### config.mk
export PLATFORM = sky130hd
export DESIGN_NAME = tmds_channel_decoder
export DESIGN_NICKNAME = d
export VERILOG_FILES = /design/src/rtl/tmds_channel_decoder.sv
export SDC_FILE = /design/constraint.sdc
export NUM_CORES = 1
export LEC_CHECK = 0
export CAP_MARGIN = 40
export CORE_ASPECT_RATIO = 1.1
export CORE_UTILIZATION = 56
export CTS_BUF_LIST = sky130_fd_sc_hd__clkbuf_4 sky130_fd_sc_hd__clkbuf_8
export DETAILED_ROUTE_END_ITERATION = 10
export PLACE_DENSITY = 0.82
export SETUP_SLACK_MARGIN = 0.4
export SYNTH_ARGS = -nofsm -noshare
export SYNTH_HDL_FRONTEND = slang
export SYNTH_SLANG_ARGS = --single-unit
### constraint.sdc
create_clock -name p_clk -period 2.6 [get_ports p_clk]
set_clock_uncertainty 0.2 [all_clocks]
set_input_delay 0.39 -clock p_clk [delete_from_list [all_inputs] [get_ports p_clk]]
set_output_delay 0.39 -clock p_clk [all_outputs]
set_load 0.05 [all_outputs]
### src/rtl/tmds_channel_decoder.sv
// TMDS receive channel: word-boundary hunt on control tokens with bitslip, then 10b->8b decode.
// Optional `TMDS_LOCK_LOSS_CNT_EN` adds a saturating lock_loss_cnt output.
module tmds_channel_decoder #(
    parameter int SEARCH_TIMEOUT = 2048,
    parameter int LOCK_CNT       = 8,
    parameter int SLIP_WAIT      = 16
) (
    input  logic       p_clk,
    input  logic       rstin,
    input  logic [9:0] din,
    output logic       bitslip,
    output logic       locked,
    output logic [7:0] dout,
    output logic       de,
    output logic       c0,
`ifdef TMDS_LOCK_LOSS_CNT_EN
    output logic       c1,
    output logic [7:0] lock_loss_cnt
`else
    output logic       c1
`endif
);

    localparam int TW = $clog2(SEARCH_TIMEOUT);
    localparam int CW = (LOCK_CNT > 1) ? $clog2(LOCK_CNT) : 1;
    localparam int SW = (SLIP_WAIT > 1) ? $clog2(SLIP_WAIT) : 1;
    localparam logic [TW-1:0] TIMER_LAST = TW'(SEARCH_TIMEOUT - 1);
    localparam logic [CW-1:0] CNT_LAST   = CW'(LOCK_CNT - 1);
    localparam logic [SW-1:0] SLIP_LAST  = SW'(SLIP_WAIT - 1);

    typedef enum logic [1:0] {ST_SEARCH, ST_SLIP, ST_LOCKED} state_t;

    state_t          state_q, state_d;
    logic [TW-1:0]   timer_q, timer_d;
    logic [CW-1:0]   ctrl_cnt_q, ctrl_cnt_d;
    logic [SW-1:0]   slip_cnt_q, slip_cnt_d;
    logic            bitslip_q, bitslip_d;
    logic            locked_q, locked_d;
    logic [7:0]      dout_q, dout_d;
    logic            de_q, de_d;
    logic            c0_q, c0_d;
    logic            c1_q, c1_d;

    logic            is_ctrl;
    logic [1:0]      tok_c;
    logic [7:0]      d_word;
    logic [7:0]      dec_data;

    always_comb begin
        is_ctrl = 1'b1;
        tok_c   = 2'b00;
        case (din)
            10'b1101010100: tok_c = 2'b00;
            10'b0010101011: tok_c = 2'b01;
            10'b0101010100: tok_c = 2'b10;
            10'b1010101011: tok_c = 2'b11;
            default: begin
                is_ctrl = 1'b0;
                tok_c   = 2'b00;
            end
        endcase
    end

    // Undo the transition-minimising XOR/XNOR chain after removing the DC-balance inversion.
    assign d_word      = din[9] ? ~din[7:0] : din[7:0];
    assign dec_data[0] = d_word[0];
    generate
        for (genvar gi = 1; gi < 8; gi++) begin : g_dec
            assign dec_data[gi] = din[8] ? (d_word[gi] ^ d_word[gi-1])
                                         : ~(d_word[gi] ^ d_word[gi-1]);
        end
    endgenerate

    always_ff @(posedge p_clk) begin
        if (rstin) begin
            state_q    <= ST_SEARCH;
            timer_q    <= '0;
            ctrl_cnt_q <= '0;
            slip_cnt_q <= '0;
        end else begin
            state_q    <= state_d;
            timer_q    <= timer_d;
            ctrl_cnt_q <= ctrl_cnt_d;
            slip_cnt_q <= slip_cnt_d;
        end
    end

    always_comb begin
        state_d    = state_q;
        timer_d    = timer_q;
        ctrl_cnt_d = ctrl_cnt_q;
        slip_cnt_d = slip_cnt_q;
        case (state_q)
            ST_SEARCH: begin
                timer_d    = timer_q + TW'(1);
                ctrl_cnt_d = is_ctrl ? ctrl_cnt_q + CW'(1) : '0;
                // Lock is checked first so a simultaneous timeout never slips.
                if (is_ctrl && (ctrl_cnt_q == CNT_LAST)) begin
                    state_d    = ST_LOCKED;
                    timer_d    = '0;
                    ctrl_cnt_d = '0;
                end else if (timer_q == TIMER_LAST) begin
                    state_d    = ST_SLIP;
                    timer_d    = '0;
                    ctrl_cnt_d = '0;
                    slip_cnt_d = '0;
                end
            end
            ST_SLIP: begin
                if (slip_cnt_q == SLIP_LAST) begin
                    state_d    = ST_SEARCH;
                    slip_cnt_d = '0;
                    timer_d    = '0;
                    ctrl_cnt_d = '0;
                end else begin
                    slip_cnt_d = slip_cnt_q + SW'(1);
                end
            end
            ST_LOCKED: begin
                if (is_ctrl) begin
                    timer_d = '0;
                end else if (timer_q == TIMER_LAST) begin
                    state_d    = ST_SEARCH;
                    timer_d    = '0;
                    ctrl_cnt_d = '0;
                end else begin
                    timer_d = timer_q + TW'(1);
                end
            end
            default: begin
                state_d = ST_SEARCH;
            end
        endcase
    end

    always_comb begin
        bitslip_d = (state_q == ST_SEARCH) && (state_d == ST_SLIP);
        locked_d  = (state_d == ST_LOCKED);
        de_d      = 1'b0;
        dout_d    = 8'h00;
        c0_d      = 1'b0;
        c1_d      = 1'b0;
        if (state_q == ST_LOCKED) begin
            if (is_ctrl) begin
                {c1_d, c0_d} = tok_c;
            end else begin
                de_d   = 1'b1;
                dout_d = dec_data;
                c0_d   = c0_q;
                c1_d   = c1_q;
            end
        end
    end

    always_ff @(posedge p_clk) begin
        if (rstin) begin
            bitslip_q <= 1'b0;
            locked_q  <= 1'b0;
            dout_q    <= 8'h00;
            de_q      <= 1'b0;
            c0_q      <= 1'b0;
            c1_q      <= 1'b0;
        end else begin
            bitslip_q <= bitslip_d;
            locked_q  <= locked_d;
            dout_q    <= dout_d;
            de_q      <= de_d;
            c0_q      <= c0_d;
            c1_q      <= c1_d;
        end
    end

    assign bitslip = bitslip_q;
    assign locked  = locked_q;
    assign dout    = dout_q;
    assign de      = de_q;
    assign c0      = c0_q;
    assign c1      = c1_q;

`ifdef TMDS_LOCK_LOSS_CNT_EN
    logic [7:0] lock_loss_cnt_q, lock_loss_cnt_d;

    always_comb begin
        lock_loss_cnt_d = lock_loss_cnt_q;
        if ((state_q == ST_LOCKED) && (state_d == ST_SEARCH) && (lock_loss_cnt_q != 8'hFF)) begin
            lock_loss_cnt_d = lock_loss_cnt_q + 8'd1;
        end
    end

    always_ff @(posedge p_clk) begin
        if (rstin) begin
            lock_loss_cnt_q <= 8'h00;
        end else begin
            lock_loss_cnt_q <= lock_loss_cnt_d;
        end
    end

    assign lock_loss_cnt = lock_loss_cnt_q;
`endif

endmodule

-- Word-level counts from Yosys, hierarchy flattened
Index checks and enable logic that the tools add are counted.
- reduce and logical (&&, ||, !) cells: 11
- shift-type cells: 0
- $add $sub $neg: 3
- equal/unequal tests: 16
- bitwise gates (word level): 16
- multipliers: 0
- mux-type cells: 33
- div/mod/pow operators: 0
- $lt $le $gt $ge: 0
- operators with widths (cell ; count):
    11-bit 2-to-1 mux ; 4
    11-bit case mux with 3 select lines ; 1
    10-bit == test, second input constant ; 2
    3-bit 2-to-1 mux ; 6
    4-bit 2-to-1 mux ; 3
    2-bit case mux with 3 select lines ; 2
    11-bit by 1-bit adder with 11-bit output, second input constant ; 1
    11-bit == test, second input constant ; 1
    10-bit by 8-bit == test with 1-bit output, second input constant ; 1
    10-bit by 9-bit == test with 1-bit output, second input constant ; 1
    2-bit 2-to-1 mux ; 5
    2-bit != test, second input constant ; 5
    1-bit 2-to-1 mux ; 9
    3-bit case mux with 3 select lines ; 1
    8-bit 2-to-1 mux ; 1
    1-bit inverter ; 8
    8-bit inverter ; 1
    4-bit case mux with 2 select lines ; 1
    1-bit XOR ; 7
    4-bit by 1-bit adder with 4-bit output, second input constant ; 1
    2-bit by 1-bit == test with 1-bit output, second input constant ; 2
    2-bit == test, second input constant ; 2
    4-bit == test, second input constant ; 1
    4-bit AND reduction ; 1
    11 further kinds ; 12
- memories: 0
- word-level logic and storage cells: 89
- latch bits: 0
- RAM bits: 0
- flip-flop bits (word level): 33
- output and inout port bits: 13
- bits in read-only memories: 0

-- Logic depth before layout (Yosys ltp)
- depth after elaboration: 8
- depth in mapped cells: 8
- gate-level depth less buffers: 7

-- Least setup slack after synthesis
OpenSTA, ideal clock, no wires.
- path kind: register -> register
- start point: reg timer_q[0]
- end point: reg bitslip_q, in the netlist bitslip
- stages on the path, launching flop included: 8
- library setup time: 0.088 ns
- path slack: 0.548 ns
- clock period less this slack: 2.052 ns
- data arrival time: 1.765 ns
- cell sequence: dfxtp_1 > ha_1 > nand4_1 > nor3_2 > a31oi_1 > o21a_1 > or3_1 > nor4_2
- word-level cells in the longest chain between the ends: 6
- elaborated cells between the ends (all ways): 8
- ends and longest elaborated chain (item ; RTL line ; source):
    start: declaration ; 34 ; logic [TW-1:0] timer_q, timer_d;
    start signal: assignment ; 82 ; timer_q <= timer_d;
    11-bit == test (*) ; 102, 122 ;
    2-bit 2-to-1 mux, on equally long branches ; 122, 102 ;
    2-bit 2-to-1 mux, on equally long branches ; 120, 98 ;
    2-bit case mux with 3 select lines (*) ; 93 ; case (state_q)
    2-bit by 1-bit == test with 1-bit output (*) ; 137 ; bitslip_d = (state_q == ST_SEARCH) && (state_d == ST_SLIP);
    1-bit logical AND (*) ; 137 ;
    end signal: assignment ; 164 ; bitslip_q <= bitslip_d;
    end: declaration ; 37 ; logic bitslip_q, bitslip_d;
Every way passes the cells marked *; elsewhere a longest branch is shown, timed or not.
A chain may end at the register's enable or synchronous reset.

-- Worst setup path in the final report
- start point: reg timer_q[1]
- end point: reg slip_cnt_q[0]
- word-level cells in the longest chain between the ends: 3
- ends and longest elaborated chain (item ; RTL line ; source):
    11-bit == test ; 102 ; end else if (timer_q == TIMER_LAST) begin
    2-bit != test (no source line) ; -- ;
    3-bit AND reduction (no source line) ; -- ;
    end signal: assignment ; 84 ; slip_cnt_q <= slip_cnt_d;
    end: declaration ; 36 ; logic [SW-1:0] slip_cnt_q, slip_cnt_d;
No other way between the ends.

==> reports/results.txt <==
status: complete, no violations
Initial DRC Count: 69
Logic pwr share: 10.9%
Ports: 25
synthesized flop and latch total: 33
# nets final: 259
first-pass GRT wire length: 6.42 mm
drt pass-1 iters: 4
DIE HEIGHT: 60.1 µm
core area: 0.00283 mm²
overall die width: 54.8 µm
Sw Pwr: 0.000219 W
Root Driver: clkbuf_4
part of the power in the clock network: 33.3%
max layer used: met4
Pleak: 0.886 nW
Req. time, crit path: 2.68 ns
HP Class: in2reg
register area share after synthesis: 38.5%
Die ar.: 0.00329 mm²
Overall Global Routing Usage: 28.0%
Yosys warnings: 0
r2r endpoint: slip_cnt_q[0]
Critical R2R Launch: timer_q[1]
Syn Nets: 216
post-synth cell types: 43
synthesized area: 0.00172 mm²
CTS Sinks: 33
Hold Buf Count CTS: 0
Peak VDD IR: 363 µV
DP Area: 0.00205 mm²
RD Place Congestion: 0.840
Vias/cell: 5.90
critical path class: reg2reg
Finished Layout Cells: 271
initial core utilization: 60.7%
Final period util: 84.4%
Critical Path Source: timer_q[1]
Cell Pwr Density: 412 mW/mm²
total CTS buffers: 5
reg-to-reg slack, setup: 0.41 ns
critical path launch point type: register
CTS HTree Levels: 2
worst-case reg-to-reg path depth: 7
vias in the first global route: 1599
P&R area growth vs syn: 30.3%
Final Max Slew Viols: 0
Cell Rows: 20
DP HPWL: 2.90 mm
Placed Instances: 260
initial antenna violation count: 0
Slew @ Worst Pin: 0.498 ns
Max Clk Rate: 0.456 GHz
cells after synthesis: 195
final instance area: 0.00224 mm²
max_slew headroom: 66.7%
Max Cap Violations: 0
most frequent cells in the layout: 30 x dfxtp_1, 26 x nor2_1, 20 x clkdlybuf4s50_1, 16 x xnor2_1, 16 x buf_4
overall via count from detail_route: 1599
PortBufs: 24
DRC Markers: 0
largest net degree at the start of global routing: 15
Final setup viols: 0
post-route ant nets: 0
Pwr Total: 0.000921 W
sw frac: 23.8%
syn avg cell area: 8.80 µm²
met2 routed WL: 2.13 mm
Critical Path Sink: slip_cnt_q[0]
unrepaired setup endpoints after global routing: yes
critical path fanouts, max: 3
share of cells above drive strength 1: 19.7%
clock slew at reported path FFs: 0.10 ns
CTS tree: built
Avg WL per Cell: 15.2 µm
WL final: 4.13 mm
M1 wire length: 1.59 mm
Hold Vio Cnt, Final: 0
Clock Latency Late Sink: 0.35 ns
ANT cells: 0
sequential share of power: 55.8%
grt total ovfl: 0
Crit. End Element: register
Max Root-Sink Buffers: 2
wire length on met3: 244 µm
Sum Neg Setup Slack: 0 ns
Cell Int Power: 0.000702 W
Core Util, Final: 79.1%
fillers: 191
most common cell after layout, fill and taps aside: dfxtp_1
min cycle time layout: 2.19 ns
WP data arrival: 2.27 ns
-- critical path: stages, from the launching register on --
cell	delay, ns
dfxtp_2	0.37
ha_4	0.14
nand4_1	0.19
nor3_2	0.31
a31oi_1	0.12
buf_4	0.15
or4b_1	0.49
a21oi_1	0.16
-- cell type report --
cell class,count,area (µm²),share of cell area [%]
inverters,8,30.0,1.34
well taps,33,41.3,1.85
multi-input cells,150,1070,47.8
clock buffers,7,58.8,2.63
flip-flops and latches,33,667,29.8
repair buffers,40,370,16.6
-- metal layers --
metal,global-route usage [%],up-vias
li1,-,767
met3,7.12,21
met5,0,-
met1,27.9,740
met2,48.7,71
met4,19.4,0
-- cell families (layout without fill, tap and decap cells) --
group | Yosys count | in the layout | synth area share [%]
simple gates | 87 | 87 | 28.4
compound gates | 32 | 32 | 11.4
buf+inv | 12 | 55 | 3.94
fa+ha+maj | 9 | 9 | 6.56
flops | 33 | 33 | 38.5
xor+xnor | 22 | 22 | 11.2
-- state kept, by name, indices dropped and copies added (netlist names) --
| register | cells |
|---|---|
| state_q | 2 |
| bitslip | 1 |
| slip_cnt_q | 4 |
| locked | 1 |
| c0 | 1 |
| ctrl_cnt_q | 3 |
| de | 1 |
| dout | 8 |
| c1 | 1 |
| timer_q | 11 |
-- stage by stage --
stage / setup WS [ns] / hold WS (ns)
floorplan: 0.548 / 0.228
global placement: 0.0860 / 0.241
detailed placement: 0.00174 / 0.252
CTS: 0.420 / 0.270
global route: 0.383 / 0.241
finish: 0.407 / 0.196
-- Yosys cell counts (all sizes together) --
| library cell | n | area [µm²] |
|---|---|---|
| nand4 | 5 | 31.3 |
| and4bb | 1 | 12.5 |
| a21o | 1 | 7.51 |
| nand2 | 12 | 45.0 |
| buf | 3 | 33.8 |
| and3b | 1 | 12.5 |
| nor2 | 26 | 97.6 |
| a21oi | 11 | 55.1 |
| o211ai | 1 | 7.51 |
| and2 | 4 | 26.3 |
| ha | 9 | 113 |
| o21ai | 9 | 45.0 |
| nor3 | 7 | 40.0 |
| nor3b | 2 | 15.0 |
| a211o | 1 | 8.76 |
| nand2b | 5 | 31.3 |
| xor2 | 6 | 52.6 |
| a31o | 1 | 8.76 |
| and3 | 3 | 25.0 |
| o21a | 1 | 7.51 |
| o221ai | 1 | 8.76 |
| or4b | 2 | 20.0 |
| inv | 8 | 30.0 |
| nand3 | 11 | 55.1 |
| dfxtp | 33 | 661 |
| a31oi | 2 | 12.5 |
| o22a | 1 | 10.0 |
| clkbuf | 1 | 3.75 |
| a2bb2oi | 1 | 8.76 |
| nand3b | 1 | 7.51 |
| nor4b | 1 | 15.0 |
| o22ai | 1 | 6.26 |
| xnor2 | 16 | 140 |
| nor2b | 2 | 12.5 |
| nor4 | 1 | 12.5 |
| a41oi | 1 | 8.76 |
| or3 | 2 | 12.5 |
| nor4bb | 1 | 16.3 |
-- power groups by stage --
stage	Clock, W	Sequential, W	Combinational [W]
2_1_floorplan	0	0.000524	0.0000494
3_3_place_gp	0	0.000525	0.0000824
3_5_place_dp	0	0.000525	0.0000866
4_1_cts	0.000308	0.000513	0.0000899
5_1_grt	0.000327	0.000514	0.000108
6_report	0.000307	0.000514	0.0000999
-- worst min-delay path by stage --
stage / to / from / cells past startpoint / slack [ns]
2_1_floorplan: ctrl_cnt_q[0] / ctrl_cnt_q[0] / 1 / 0.23
3_3_place_gp: ctrl_cnt_q[0] / ctrl_cnt_q[0] / 1 / 0.24
3_5_place_dp: ctrl_cnt_q[0] / ctrl_cnt_q[0] / 1 / 0.25
4_1_cts: ctrl_cnt_q[0] / ctrl_cnt_q[0] / 1 / 0.27
5_1_grt: dout[7] / din[7] / 3 / 0.24
6_report: dout[7] / din[7] / 3 / 0.20
-- timing repair --
action	CTS	global route
resized for setup	6	17
buffers inserted	0	4
endpoints found under the hold margin	0	0
setup endpoints to repair	3	19
pin swaps	1	5
Note: power is estimated with default switching activity, not from simulation.
